<file path="src/rtl/vmask_cpop_seq_if.sv">
// rtl/vmask_cpop_seq_if.sv - bus bundle for the mask popcount sequencer
// Purpose: groups the request, mask read port, popcount pipeline and response
// signals of vmask_cpop_seq.
// Ports (slave = sequencer side):
//   req_valid/req_ready/req_vl/req_base     request handshake
//   rd_en/rd_addr/rd_data                    mask register read port
//   pop_m0/pop_valid/pop_count/pop_sum       popcount pipeline lanes
//   resp_valid/resp_ready/resp_count         response handshake
//   busy                                     sequencer not idle
interface vmask_cpop_seq_if #(
    parameter int VL_WIDTH   = 11,
    parameter int ADDR_WIDTH = 8,
    parameter int RESP_WIDTH = 64
);
    logic                  req_valid;
    logic                  req_ready;
    logic [VL_WIDTH-1:0]   req_vl;
    logic [ADDR_WIDTH-1:0] req_base;
    logic                  rd_en;
    logic [ADDR_WIDTH-1:0] rd_addr;
    logic [7:0]            rd_data;
    logic [7:0]            pop_m0;
    logic                  pop_valid;
    logic [RESP_WIDTH-1:0] pop_count;
    logic [7:0]            pop_sum;
    logic                  resp_valid;
    logic                  resp_ready;
    logic [RESP_WIDTH-1:0] resp_count;
    logic                  busy;

    modport slave (
        input  req_valid, req_vl, req_base, rd_data, pop_sum, resp_ready,
        output req_ready, rd_en, rd_addr, pop_m0, pop_valid, pop_count,
               resp_valid, resp_count, busy
    );

    modport master (
        output req_valid, req_vl, req_base, rd_data, pop_sum, resp_ready,
        input  req_ready, rd_en, rd_addr, pop_m0, pop_valid, pop_count,
               resp_valid, resp_count, busy
    );
endinterface

</file>
<file path="src/rtl/vmask_cpop_seq.sv">
// rtl/vmask_cpop_seq.sv - sequencer streaming mask bytes through a popcount pipeline
// Purpose: on a request (vl, base) reads ceil(vl/8) mask bytes, feeds them with
// tail bits zeroed to the popcount pipeline, sums the pipeline results and
// returns the total over a valid/ready response.
// Ports:
//   clk   clock
//   rst   asynchronous active-high reset
//   bus   vmask_cpop_seq_if.slave (request, read port, pipeline, response, busy)
module vmask_cpop_seq #(
    parameter int VL_WIDTH   = 11,
    parameter int ADDR_WIDTH = 8,
    parameter int PIPE_LAT   = 3,
    parameter int RESP_WIDTH = 64
) (
    input  logic             clk,
    input  logic             rst,
    vmask_cpop_seq_if.slave  bus
);
    typedef enum logic [1:0] {IDLE, ISSUE, DRAIN, DONE} state_t;

    state_t                state, state_nx;
    logic [VL_WIDTH-1:0]   vl_q;
    logic [VL_WIDTH-1:0]   bit_pos;      // mask bit index of the byte being read
    logic [ADDR_WIDTH-1:0] rd_addr_q;
    logic [PIPE_LAT:0]     inflight;     // [0] = issue cycle, [PIPE_LAT] = result cycle
    logic                  last_q;       // byte now on pop_m0 is the final one
    logic [RESP_WIDTH-1:0] acc, acc_nx, resp_count_q;
    logic [VL_WIDTH:0]     pos_next;     // one extra bit so the compare cannot wrap
    logic                  issue_last;
    logic                  accept;
    logic                  rd_en;
    logic [7:0]            tailmask;

    assign rd_en      = (state == ISSUE);
    assign accept     = (state == IDLE) && bus.req_valid;
    assign pos_next   = {1'b0, bit_pos} + (VL_WIDTH + 1)'(8);
    assign issue_last = (pos_next >= {1'b0, vl_q});
    assign acc_nx     = inflight[PIPE_LAT] ? acc + RESP_WIDTH'(bus.pop_sum) : acc;

    always_ff @(posedge clk or posedge rst) begin
        if (rst) begin
            state <= IDLE;
        end else begin
            state <= state_nx;
        end
    end

    always_comb begin
        state_nx = state;
        case (state)
            IDLE:    if (bus.req_valid) state_nx = (bus.req_vl == '0) ? DONE : ISSUE;
            ISSUE:   if (issue_last) state_nx = DRAIN;
            // Only the result tap may still be set; its add lands on this edge.
            DRAIN:   if (inflight[PIPE_LAT-1:0] == '0) state_nx = DONE;
            DONE:    if (bus.resp_ready) state_nx = IDLE;
            default: state_nx = IDLE;
        endcase
    end

    always_ff @(posedge clk or posedge rst) begin
        if (rst) begin
            vl_q         <= '0;
            bit_pos      <= '0;
            rd_addr_q    <= '0;
            inflight     <= '0;
            last_q       <= 1'b0;
            acc          <= '0;
            resp_count_q <= '0;
        end else begin
            inflight <= {inflight[PIPE_LAT-1:0], rd_en};
            last_q   <= rd_en && issue_last;
            acc      <= acc_nx;
            if (accept) begin
                vl_q      <= bus.req_vl;
                bit_pos   <= '0;
                rd_addr_q <= bus.req_base;
                acc       <= '0;
            end else if (rd_en) begin
                bit_pos   <= pos_next[VL_WIDTH-1:0];
                rd_addr_q <= rd_addr_q + ADDR_WIDTH'(1);
            end
            // Capture the final sum on DONE entry so it survives the next accept.
            if (state_nx == DONE && state != DONE) begin
                resp_count_q <= accept ? '0 : acc_nx;
            end
        end
    end

    // The pipeline has no valid input, so it must see zero when idle.
    assign tailmask = (last_q && vl_q[2:0] != 3'd0) ? ~(8'hFF << vl_q[2:0]) : 8'hFF;

    assign bus.rd_en      = rd_en;
    assign bus.rd_addr    = rd_addr_q;
    assign bus.pop_valid  = inflight[0];
    assign bus.pop_m0     = inflight[0] ? (bus.rd_data & tailmask) : 8'h00;
    assign bus.pop_count  = '0;
    assign bus.resp_valid = (state == DONE);
    assign bus.resp_count = resp_count_q;
    assign bus.req_ready  = (state == IDLE);
    assign bus.busy       = (state != IDLE);
endmodule

</file>
<file path="src/flat_wrapper.sv">
// flat-port wrapper written by rule: the top's interface ports become plain ports
module vmask_cpop_seq_flat 
#(
    parameter int VL_WIDTH   = 11,
    parameter int ADDR_WIDTH = 8,
    parameter int PIPE_LAT   = 3,
    parameter int RESP_WIDTH = 64
)
  (clk, rst, bus_req_valid, bus_req_vl, bus_req_base, bus_rd_data, bus_pop_sum, bus_resp_ready, bus_req_ready, bus_rd_en, bus_rd_addr, bus_pop_m0, bus_pop_valid, bus_pop_count, bus_resp_valid, bus_resp_count, bus_busy);
  vmask_cpop_seq_if #(.VL_WIDTH(VL_WIDTH), .ADDR_WIDTH(ADDR_WIDTH), .RESP_WIDTH(RESP_WIDTH)) bus_i ();
  input  logic clk;
  input  logic rst;
  input wire logic [$bits(bus_i.req_valid)-1:0] bus_req_valid;
  input wire logic [$bits(bus_i.req_vl)-1:0] bus_req_vl;
  input wire logic [$bits(bus_i.req_base)-1:0] bus_req_base;
  input wire logic [$bits(bus_i.rd_data)-1:0] bus_rd_data;
  input wire logic [$bits(bus_i.pop_sum)-1:0] bus_pop_sum;
  input wire logic [$bits(bus_i.resp_ready)-1:0] bus_resp_ready;
  output wire logic [$bits(bus_i.req_ready)-1:0] bus_req_ready;
  output wire logic [$bits(bus_i.rd_en)-1:0] bus_rd_en;
  output wire logic [$bits(bus_i.rd_addr)-1:0] bus_rd_addr;
  output wire logic [$bits(bus_i.pop_m0)-1:0] bus_pop_m0;
  output wire logic [$bits(bus_i.pop_valid)-1:0] bus_pop_valid;
  output wire logic [$bits(bus_i.pop_count)-1:0] bus_pop_count;
  output wire logic [$bits(bus_i.resp_valid)-1:0] bus_resp_valid;
  output wire logic [$bits(bus_i.resp_count)-1:0] bus_resp_count;
  output wire logic [$bits(bus_i.busy)-1:0] bus_busy;
  assign bus_i.req_valid = bus_req_valid;
  assign bus_i.req_vl = bus_req_vl;
  assign bus_i.req_base = bus_req_base;
  assign bus_i.rd_data = bus_rd_data;
  assign bus_i.pop_sum = bus_pop_sum;
  assign bus_i.resp_ready = bus_resp_ready;
  assign bus_req_ready = bus_i.req_ready;
  assign bus_rd_en = bus_i.rd_en;
  assign bus_rd_addr = bus_i.rd_addr;
  assign bus_pop_m0 = bus_i.pop_m0;
  assign bus_pop_valid = bus_i.pop_valid;
  assign bus_pop_count = bus_i.pop_count;
  assign bus_resp_valid = bus_i.resp_valid;
  assign bus_resp_count = bus_i.resp_count;
  assign bus_busy = bus_i.busy;
  vmask_cpop_seq #(.VL_WIDTH(VL_WIDTH), .ADDR_WIDTH(ADDR_WIDTH), .PIPE_LAT(PIPE_LAT), .RESP_WIDTH(RESP_WIDTH)) u_core (.clk(clk), .rst(rst), .bus(bus_i));
endmodule
</file>
<file path="config.mk">
export PLATFORM = sky130hd
export DESIGN_NAME = vmask_cpop_seq_flat
export DESIGN_NICKNAME = d
export VERILOG_FILES = /design/src/rtl/vmask_cpop_seq_if.sv /design/src/rtl/vmask_cpop_seq.sv /design/src/flat_wrapper.sv
export SDC_FILE = /design/constraint.sdc
export NUM_CORES = 1
export LEC_CHECK = 0
export ABC_AREA = 1
export BUFFER_PORTS_ARGS = -buffer_cell sky130_fd_sc_hd__clkbuf_2
export CAP_MARGIN = 25
export CORE_ASPECT_RATIO = 1.4
export CORE_MARGIN = 2
export CORE_UTILIZATION = 30
export DETAILED_ROUTE_END_ITERATION = 8
export PLACE_DENSITY = 0.5
export SLEW_MARGIN = 15
export SYNTH_ARGS = -nofsm -noshare
export SYNTH_HDL_FRONTEND = slang
export SYNTH_SLANG_ARGS = --single-unit
</file>
<file path="constraint.sdc">
create_clock -name clk -period 5.37 [get_ports clk]
set_input_delay 1.3425 -clock clk [delete_from_list [all_inputs] [get_ports clk]]
set_output_delay 1.3425 -clock clk [all_outputs]
set_load 0.01 [all_outputs]
</file>
==> flow_summary.toml <==
[power]
ir_worst_vdd_mv = 0.4917
leakage_nw = 5.559
finalPower_mw = 4.751
powerDensity_mw_per_mm2 = 445.3

[setup_path]
worstPathRequired_ns = 5.75
timing.rr.end = "u_core.bus.resp_count[2]"
worst_ep_arrival_time_ns = 3.71
cp-start-kind = "register"
critPathKind = "reg2reg"
r2r_slack_ns = 2.03
rr_worst_depth = 17
critical_path.max_fanout = 26
r2r-start = "u_core.bit_pos[3]"
cp-end-kind = "register"

[sta]
slew_violations = 0
setup_viol = 0
fin_setup_tns_ns = 0
fmax_ghz = 0.2996
fin_crit_sh_pct = 62.16
layout_setup_ws_ns = 2.032
period_needed_ns = 3.338
fin_worst_skew_ns = 0.01218
worst_pin_slew_ns = 0.9619
rsz0062_at_grt = "no"
finalHoldViolations = 0
hold_slack_ns = 0.3806
slew_headroom_pct = 35.88

[synthesis]
synth_compound_area_share_pct = 7.025
syn_area_sq_mm = 0.009333
ys_top_cells_by_area = "dfrtp_1 43%, nand2_1 17%, inv_1 6.1%"
syn_inst = 1278
ys_types = 44
synth-xor-area-share_pct = 1.032
synth_fa_ha_area_share_pct = 2.628
yosysWarnings = 0
synthMuxAreaShare_pct = 0.1073
yosysSeqAreaShare_pct = 43.44
ys_ff_latch = 162
postSynthAreaPerCell_sq_um = 7.303
synth_top_cell_area_share_pct = 43.44
yosys.area.top_type = "dfrtp_1"
synth_top_family_by_area = "simple AND/OR/NAND/NOR gates"
yosys.area_share.simple_pct = 32.67

[floorplanning]
rows = 76
die_h_um = 212.7
ios = 188
die_area_sq_mm = 0.03256
die_w_um = 153.1
core_sq_mm = 0.03071
start_util_pct = 30.39

[cells_and_area]
final_util_pct = 34.74
fin_area_sq_mm = 0.01067
diodes = 0
final_nets = 1455
syn2layout_area_growth_pct = 14.32
drive_above_1_share_pct = 14.33
instances_no_fill = 1800

[place]
place_area_sq_mm = 0.01012
pre_cts_ws_ns = 1.809
hpwl_um = 19740
finalWeightedCongestion = 0.8721
dp_cells = 1768
port_buffers = 123

[hold_path]
holdPathEnd = "u_core.inflight[2]"
hold_class = "reg2reg"
hold_depth = 0
min-delay-start = "u_core.inflight[1]"

[cts]
clock_sinks = 162
post_cts_resized = 0
cts_buffer_depth = 2
postCtsHoldBufs = 0
cts_tree = "yes"
post_cts_buffers = 0
clock_latency_ns = 0.44
ctsRootBufferMaster = "clkbuf_16"
clkTransAtPathRegs_ns = 0.07
h-tree-depth = 4
cts_made_buffers = 17

[global_routing]
grt_antenna_before_repair = 0
grt_pass1_vias = 8185
grt-ovfl-total = 0
grt_use_total_pct = 16.78
grt_max_degree = 163
grt_pass1_wl_um = 43040

[run]
drv_cap = 0

[detailed_routing]
viasPerCell = 4.580
drt_iter0_drc = 410
dr.pass1.iters = 4
drc = 0
via_count = 8244
avgRoutedWirePerCell_um = 14.69
drtAntennaViolNets = 0
drt-total-wl_um = 26450

[status]
status = "complete, no violations"
-- cells in the final DEF (no fill, tap or decap), types with 2 or more instances in the layout --
cell and instances:
nand2_1 416, o21ai_1 17, inv_2 6, and3_1 6, o21ai_0 59, inv_6 5
dfrtp_1 162, nor2_1 133, o211ai_1 2, clkbuf_16 17, or2_2 2, nand3_1 64
a311oi_1 2, a21oi_1 34, nor3b_2 3, nand2_2 6, nor2_2 8, nand3_2 6
and2_1 2, clkinv_4 2, inv_1 150, nor3_1 21, xnor2_1 2, clkbuf_2 123
conb_1 64, nand3b_1 3, buf_4 6, ha_1 18, nor3_2 2, nand4_1 27
clkinvlp_4 5, xor2_1 9, nor2_4 5, a31oi_1 4, nor4_1 2, clkbuf_8 2
o22ai_1 3
-- area by class of cell --
class                      count  area (sq um)
sequential                   162          4054
clock buffer                  20         456.7
multi-input combinational    928          4297
timing repair buffer         130         680.7
fill                        3329         20050
clock inverter                12         96.34
inverter                     158         596.8
tap                          390         488.0
-- synth_stat cells (all sizes together) --
cell type and count:
inv 157, nand3b 3, nor4 3, nor2 146
clkinv 1, o31a 1, ha 18, and3 6
and2 2, xor2 9, or2 3, xnor2 2
buf 80, mux2i 1, conb 1, fa 1
nand4 27, o21ai 76, dfrtp 162, a21boi 1
o211ai 2, a311oi 2, nor3 23, nand3 70
clkbuf 13, o22ai 3, nor3b 4, a31oi 5
a21oi 34, nand2 422
-- logic make-up (layout without fill, tap and decap cells) --
| logic type | count (synthesis) | count (layout) |
|---|---|---|
| DFF | 162 | 162 |
| muxes | 1 | 1 |
| xor gates and xnor gates | 11 | 11 |
| adders and majority gates | 19 | 19 |
| other | 1 | 64 |
| and+or+nand+nor | 709 | 709 |
| buffers and inverters | 251 | 320 |
| AOI/OAI and AO/OA | 124 | 124 |
-- registers in the layout (all words and copies together) (netlist names) --
name	flops
u_core.last_q	1
u_core.bus.resp_count	64
u_core.state	2
u_core.bit_pos	8
u_core.acc	64
u_core.vl_q	11
u_core.bus.rd_addr	8
u_core.inflight	4
-- power breakdown --
| part | leakage, nW | switching [mW] | internal [mW] | total, mW |
|---|---|---|---|---|
| registers | 2.17 | 0.230 | 1.53 | 1.76 |
| logic | 3.13 | 1.22 | 0.592 | 1.82 |
| clock network | 0.260 | 0.549 | 0.624 | 1.17 |
-- worst max-delay path: stages, from the launching register on --
cell	delay, ns
dfrtp_1	0.41
ha_1	0.21
nand3_1	0.15
nor3_1	0.21
xor2_1	0.25
ha_1	0.29
nand2_1	0.07
nand2_1	0.05
nand2_1	0.05
nand2_1	0.04
nor2_1	0.17
nand4_1	0.16
nand2_1	0.09
nor2_1	0.06
nor2_4	0.47
buf_4	0.40
nand2_1	0.11
nand2_1	0.08
-- layer usage --
layer	up-vias	GRT usage, %	share of wire, %
li1	4133	-	-
met5	-	0	0
met1	3829	20.16	43
met3	36	2.821	4.7
met2	246	30.17	50
met4	0	6.066	2.5
-- how the worst max path moves through the flow --
stage / start / end
after floorplan: rst / u_core.acc[0]
after global placement: bus_pop_sum[0] / u_core.bus.resp_count[46]
after detailed placement: bus_pop_sum[0] / u_core.bus.resp_count[46]
after CTS: u_core.bit_pos[3] / u_core.bus.resp_count[22]
after global routing: u_core.bit_pos[3] / u_core.bus.resp_count[22]
final: u_core.bit_pos[3] / u_core.bus.resp_count[2]
Note: power is estimated with default switching activity, not from simulation.
